$ cat config.mk
export PLATFORM = sky130hd
export DESIGN_NAME = ripemd160_msg_padder_flat
export DESIGN_NICKNAME = d
export VERILOG_FILES = /design/src/rtl/ripemd160_msg_padder_pkg.sv /design/src/rtl/ripemd160_msg_padder_if.sv /design/src/rtl/ripemd160_msg_padder.sv /design/src/flat_wrapper.sv
export SDC_FILE = /design/constraint.sdc
export NUM_CORES = 1
export LEC_CHECK = 0
export ABC_AREA = 1
export CAP_MARGIN = 20
export CORE_UTILIZATION = 45
export CTS_BUF_LIST = sky130_fd_sc_hd__clkbuf_8 sky130_fd_sc_hd__clkbuf_16
export CTS_CLUSTER_SIZE = 30
export DETAILED_ROUTE_END_ITERATION = 16
export PLACE_DENSITY_LB_ADDON = 0.12
export SLEW_MARGIN = 25
export SYNTH_ARGS = -nofsm -noshare
export SYNTH_HDL_FRONTEND = slang
export SYNTH_SLANG_ARGS = --single-unit
export TNS_END_PERCENT = 5
$ cat constraint.sdc
create_clock -name clk -period 3.5 [get_ports clk]
set_input_delay 0.7 -clock clk [delete_from_list [all_inputs] [get_ports clk]]
set_output_delay 0.7 -clock clk [all_outputs]
set_load 0.02 [all_outputs]
$ cat src/rtl/ripemd160_msg_padder_pkg.sv
// Shared types and constants for the RIPEMD-160 message padder.
// Blocks are 64 bytes; the 64-bit length field starts at byte 56.
package ripemd160_msg_padder_pkg;

   typedef enum logic [1:0] {
      ABSORB,
      PAD,
      LEN,
      EMIT
   } state_t;

   localparam int         BLOCK_BYTES = 64;
   localparam int         LEN_OFFSET  = 56;
   localparam logic [7:0] PAD_BYTE    = 8'h80;
   localparam int         WORD_W      = 32;

endpackage

$ cat src/rtl/ripemd160_msg_padder_if.sv
// Byte stream in, 512-bit block out, both with valid/ready handshakes.
// The slave side is the padder; the master side is the producer plus the block consumer.
interface ripemd160_msg_padder_if;
   import ripemd160_msg_padder_pkg::*;

   logic [7:0]           in_data;
   logic                 in_valid;
   logic                 in_last;
   logic                 in_ready;
   logic                 empty_req;
   logic [16*WORD_W-1:0] blk_data;
   logic                 blk_valid;
   logic                 blk_last;
   logic                 blk_ready;

   modport master (
      output in_data, in_valid, in_last, empty_req, blk_ready,
      input  in_ready, blk_data, blk_valid, blk_last
   );

   modport slave (
      input  in_data, in_valid, in_last, empty_req, blk_ready,
      output in_ready, blk_data, blk_valid, blk_last
   );

endinterface

$ cat src/rtl/ripemd160_msg_padder.sv
// RIPEMD-160 front end: packs a byte stream into 512-bit blocks and appends
// the 0x80 marker, zero fill and the 64-bit little-endian bit length.
//
// state  | meaning
// ABSORB | accept message bytes into the block buffer (in_ready=1)
// PAD    | write the 0x80 marker at pos (one cycle)
// LEN    | write the bit length into X[14]/X[15] (one cycle)
// EMIT   | hold the block on blk_data until blk_ready
module ripemd160_msg_padder
   import ripemd160_msg_padder_pkg::*;
#(
   parameter int LEN_W = 64
) (
   input logic                   clk,
   input logic                   rst,
   ripemd160_msg_padder_if.slave bus
);

   localparam logic [5:0] LAST_POS = 6'(BLOCK_BYTES - 1);

   state_t           state_q;
   logic [5:0]       pos_q;
   logic [LEN_W-1:0] len_q;
   logic             pend_q;
   // set: the deferred work is the 0x80 marker; clear: only the length is deferred
   logic             pend_pad_q;

   always_ff @(posedge clk) begin
      if (rst) begin
         state_q       <= ABSORB;
         pos_q         <= '0;
         len_q         <= '0;
         pend_q        <= 1'b0;
         pend_pad_q    <= 1'b0;
         bus.blk_data  <= '0;
         bus.blk_valid <= 1'b0;
         bus.blk_last  <= 1'b0;
         bus.in_ready  <= 1'b1;
      end else begin
         case (state_q)
            ABSORB: begin
               if (bus.in_valid) begin
                  bus.blk_data[{pos_q, 3'b000} +: 8] <= bus.in_data;
                  len_q <= len_q + LEN_W'(8);
                  if (pos_q == LAST_POS) begin
                     state_q       <= EMIT;
                     bus.blk_valid <= 1'b1;
                     bus.blk_last  <= 1'b0;
                     bus.in_ready  <= 1'b0;
                     pend_q        <= bus.in_last;
                     pend_pad_q    <= bus.in_last;
                  end else begin
                     pos_q <= pos_q + 6'd1;
                     if (bus.in_last) begin
                        state_q      <= PAD;
                        bus.in_ready <= 1'b0;
                     end
                  end
               end else if (bus.empty_req && pos_q == '0 && len_q == '0) begin
                  state_q      <= PAD;
                  bus.in_ready <= 1'b0;
               end
            end
            PAD: begin
               bus.blk_data[{pos_q, 3'b000} +: 8] <= PAD_BYTE;
               pos_q <= pos_q + 6'd1;
               if (pos_q < 6'(LEN_OFFSET)) begin
                  state_q <= LEN;
               end else begin
                  state_q       <= EMIT;
                  bus.blk_valid <= 1'b1;
                  bus.blk_last  <= 1'b0;
                  pend_q        <= 1'b1;
                  pend_pad_q    <= 1'b0;
               end
            end
            LEN: begin
               bus.blk_data[LEN_OFFSET*8 +: 2*WORD_W] <= 64'(len_q);
               state_q       <= EMIT;
               bus.blk_valid <= 1'b1;
               bus.blk_last  <= 1'b1;
            end
            EMIT: begin
               if (bus.blk_ready) begin
                  bus.blk_data  <= '0;
                  pos_q         <= '0;
                  bus.blk_valid <= 1'b0;
                  bus.blk_last  <= 1'b0;
                  if (bus.blk_last) begin
                     len_q        <= '0;
                     state_q      <= ABSORB;
                     bus.in_ready <= 1'b1;
                  end else if (pend_q) begin
                     pend_q  <= 1'b0;
                     state_q <= pend_pad_q ? PAD : LEN;
                  end else begin
                     state_q      <= ABSORB;
                     bus.in_ready <= 1'b1;
                  end
               end
            end
            default: state_q <= ABSORB;
         endcase
      end
   end

endmodule
$ cat src/flat_wrapper.sv
// flat-port wrapper written by rule: the top's interface ports become plain ports
module ripemd160_msg_padder_flat import ripemd160_msg_padder_pkg::*;
#(
   parameter int LEN_W = 64
)
  (clk, rst, bus_in_data, bus_in_valid, bus_in_last, bus_empty_req, bus_blk_ready, bus_in_ready, bus_blk_data, bus_blk_valid, bus_blk_last);
  ripemd160_msg_padder_if bus_i ();
  input logic clk;
  input logic rst;
  input wire logic [$bits(bus_i.in_data)-1:0] bus_in_data;
  input wire logic [$bits(bus_i.in_valid)-1:0] bus_in_valid;
  input wire logic [$bits(bus_i.in_last)-1:0] bus_in_last;
  input wire logic [$bits(bus_i.empty_req)-1:0] bus_empty_req;
  input wire logic [$bits(bus_i.blk_ready)-1:0] bus_blk_ready;
  output wire logic [$bits(bus_i.in_ready)-1:0] bus_in_ready;
  output wire logic [$bits(bus_i.blk_data)-1:0] bus_blk_data;
  output wire logic [$bits(bus_i.blk_valid)-1:0] bus_blk_valid;
  output wire logic [$bits(bus_i.blk_last)-1:0] bus_blk_last;
  assign bus_i.in_data = bus_in_data;
  assign bus_i.in_valid = bus_in_valid;
  assign bus_i.in_last = bus_in_last;
  assign bus_i.empty_req = bus_empty_req;
  assign bus_i.blk_ready = bus_blk_ready;
  assign bus_in_ready = bus_i.in_ready;
  assign bus_blk_data = bus_i.blk_data;
  assign bus_blk_valid = bus_i.blk_valid;
  assign bus_blk_last = bus_i.blk_last;
  ripemd160_msg_padder #(.LEN_W(LEN_W)) u_core (.clk(clk), .rst(rst), .bus(bus_i));
endmodule
==> summary.txt <==
Worst setup path
  – Worst-case reg-to-reg path depth: 15
  – WS Path Type: reg2reg
  – Worst Path Required: between 4 and 5 ns
  – Crit end category: flip-flop
  – CP startpoint kind: flip-flop
  – Crit-path cells: inv_1 > ha_1 > inv_1 > nand2_1 > nand2_1 > buf_4 > nand2_1 > nor2_2 > nand2_1 > nor2_1 > nand2_1 > nand2_1 > inv_1 > nor2_1 > nor2_1
  – Most common cell on crit path: nand2_1
  – Worst path slowest cell: dfxtp_1
  – Max FO, Critical Path: 19
  – Slowest Stage Delay on Critical Path: between 0.4 and 0.5 ns
  – Data arrival, critical path: between 3 and 4 ns

Placed design
  – Port Buffer Count: between 500 and 600
  – Post-DP HPWL: slightly below 100 mm
  – RD Place Congestion: roughly 0.96
  – Post-DP Area: roughly 38000 µm²

Route
  – Wire per inst: 20.77 µm
  – Final wirelength: between 100 and 150 mm
  – Via count: about 37000
  – Post-route ant nets: 0
  – Iteration-0 DRC Markers: roughly 4400
  – DRC violations left: 0
  – Drt pass-1 iters: 7
  – Via density: around 5.7

Global routing
  – GRT Residual Overflow: 0
  – Vias in the first global route: 32730
  – Initial antenna violation count: 2
  – GRT Total Usage: between 30% and 40%
  – First-pass GRT wire length: 202.3 mm
  – Largest net degree at the start of global routing: approximately 230

Floorplan
  – Core area: 70390 µm²
  – Die ar.: ~73000 µm²
  – Die H: around 270 µm
  – Row cnt: 97
  – IO Count: between 500 and 600
  – Initial Util: a little under half
  – Die X: around 270 µm

Synth
  – Most frequent cells after synthesis: nand2_1, o21ai_0, nor2_1
  – Synth area leader: dfxtp_1
  – Post-Syn Nets: roughly 5200
  – Flops & latches, synth: roughly 600
  – Synthesized area per cell: about 6.3 µm²
  – Synth unique cells: 50
  – Cells taking the most area after synthesis: dfxtp_1, nand2_1, o21ai_0, nor2_1, nand3_1
  – Post-synth EDFFs: 0
  – Top-count cell post-synth: nand2_1
  – Yosys warning total: 0
  – Cell Area, Synth: roughly 32000 µm²
  – Yosys top cell area share: around 36%
  – Top_reg_cell synth: dfxtp_1
  – Sequential area share after synthesis: 36.39%
  – Post-Synthesis Cells: 5135
  – Post-synth ARST share: 0%

Clock tree
  – CTS resizes: 0
  – Clk_lat worst skew: approximately 0.63 ns
  – Root Driver: clkbuf_16
  – Cts bufs inserted: between 60 and 70
  – CTS tree: built
  – Clk buf depth: 3
  – Post-CTS setup buffers: 0
  – CTS Hold Buffers Added: 0
  – CTS H-tree lvls: 3
  – Clock transition at path regs: around 0.06 ns
  – CTS sink cnt: just under 600

STA
  – Max-slew violations: 0
  – Max Freq: 313.9 MHz
  – Tmin final: between 3 and 4 ns
  – Worst clock skew: roughly 0.023 ns
  – Worst-Margin Slew: ~1.0 ns
  – Total negative setup slack: 0 ns
  – Worst slew margin: 30.35%
  – Final Setup Violations: 0
  – Final Hold Viols: 0
  – Final worst-path cycle share: 91.03%
  – Unrepaired setup endpoints after global routing: no

Cells and area
  – Share of cells above drive strength 1: between 6 and 7%
  – Multi-input gate area: between 15000 and 20000 µm²
  – Layout area overhead: 25.85%
  – Fillcell total: 6910
  – Final Net Count: around 5600
  – Register area: approximately 12000 µm²
  – Design area: approximately 40000 µm²

Hold path
  – Hold Path Cell Cnt: 2
  – Hold Path Class: reg2reg

Flow run
  – Max_cap viols: 0

Power and ir drop
  – Static leakage: roughly 17 nW
  – Total power: 40.21 mW
  – Cell Pwr Density: between 900 and 1000 nW/µm²
  – VDD IR-drop max: 646.3 µV

Outcome
  – Status: finished, final reports clean
==> critical path: cells and delay by family (launching register included) <==
kind          cells  cell delay (ns)
simple gates     10             1.71
flops             1             0.42
buf+inv           4             0.69
fa+ha+maj         1             0.24
==> where the power goes <==
part / switching [mW] / internal, mW
Combinational: 14.4 / 7.37
Clock: 3.08 / 4.34
Sequential: 2.06 / 9.00
Total: 19.5 / 20.7
==> per-layer routing <==
metal | GRT usage (%) | vias to the layer above | part of all wire [%]
met5 | 0 | - | 0.0096
met2 | 55.30 | 1852 | 44
li1 | - | 17720 | -
met1 | 47.82 | 17070 | 42
met3 | 5.406 | 335 | 8.7
met4 | 17.91 | 2 | 5.4
==> placed cells by master (no fill, tap or decap), drive strengths merged, types with 2 or more instances in the layout <==
| cell | Yosys | final |
|---|---|---|
| a211oi | 7 | 7 |
| a21oi | 342 | 342 |
| a31oi | 24 | 24 |
| and3 | 3 | 3 |
| buf | 122 | 99 |
| bufinv | 0 | 4 |
| clkbuf | 170 | 87 |
| clkdlybuf4s50 | 0 | 527 |
| clkinv | 1 | 19 |
| dfxtp | 586 | 586 |
| diode | 0 | 3 |
| ha | 10 | 10 |
| inv | 417 | 431 |
| nand2 | 1127 | 1127 |
| nand3 | 442 | 442 |
| nand3b | 4 | 4 |
| nand4 | 102 | 102 |
| nor2 | 857 | 857 |
| nor3 | 46 | 46 |
| nor4 | 5 | 5 |
| o211ai | 2 | 2 |
| o21ai | 852 | 852 |
| o22ai | 7 | 7 |
==> kinds of logic (layout without fill, tap and decap cells) <==
logic type | count (synthesis) | count (layout) | share of synthesized area (%)
simple gates | 2589 | 2589 | 34.43
compound gates | 1239 | 1239 | 19.71
buf+inv | 710 | 1168 | 9.056
flops | 586 | 586 | 36.39
fa+ha+maj | 10 | 10 | 0.3882
xor+xnor | 1 | 1 | 0.02718
other cells | 0 | 3 | 0
==> metrics by stage <==
stage / hold WS (ns) / utilization [%] / setup WS, ns / instances
after global placement: 0.4506 / 54.30 / 0.2626 / 6408
after global routing: 0.5019 / 57.62 / 0.04769 / 6534
after detailed placement: 0.4503 / 54.30 / 0.2205 / 6408
after CTS: 0.4654 / 57.58 / 0.4260 / 6532
final: 0.4664 / 57.63 / 0.3140 / 6536
after floorplan: 0.4306 / - / 1.085 / 5135
==> flip-flops by register name (all words and copies together), names as in the netlist <==
| name | count |
|---|---|
| u_core.bus.blk_data | 512 |
| u_core.bus.blk_last | 1 |
| u_core.bus.blk_valid | 1 |
| u_core.bus.in_ready | 1 |
| u_core.len_q | 61 |
| u_core.pend_pad_q | 1 |
| u_core.pend_q | 1 |
| u_core.pos_q | 6 |
| u_core.state_q | 2 |
==> path summary, 6_finish.rpt <==
check / startpoint / to / slack, ns
min reg2reg: u_core.bus.in_ready$_SDFFE_PP1P_ / u_core.bus.in_ready$_SDFFE_PP1P_ / 0.47
max: u_core.pos_q[1]$_SDFFE_PP0P_ / u_core.bus.blk_data[298]$_SDFFE_PP0P_ / 0.31
min: u_core.bus.in_ready$_SDFFE_PP1P_ / u_core.bus.in_ready$_SDFFE_PP1P_ / 0.47
max reg2reg: u_core.pos_q[1]$_SDFFE_PP0P_ / u_core.bus.blk_data[298]$_SDFFE_PP0P_ / 0.31
==> final cells by class <==
cell class / count / share of cell area (%)
Multi-Input combinational cell: 3839 / 43.47
Sequential cell: 586 / 28.92
Timing Repair Buffer: 626 / 15.10
Clock buffer: 87 / 4.923
Inverter: 418 / 3.920
Tap cell: 940 / 2.899
Clock inverter: 37 / 0.7588
Antenna cell: 3 / 0.01851
(Power assumes the default switching activity.)
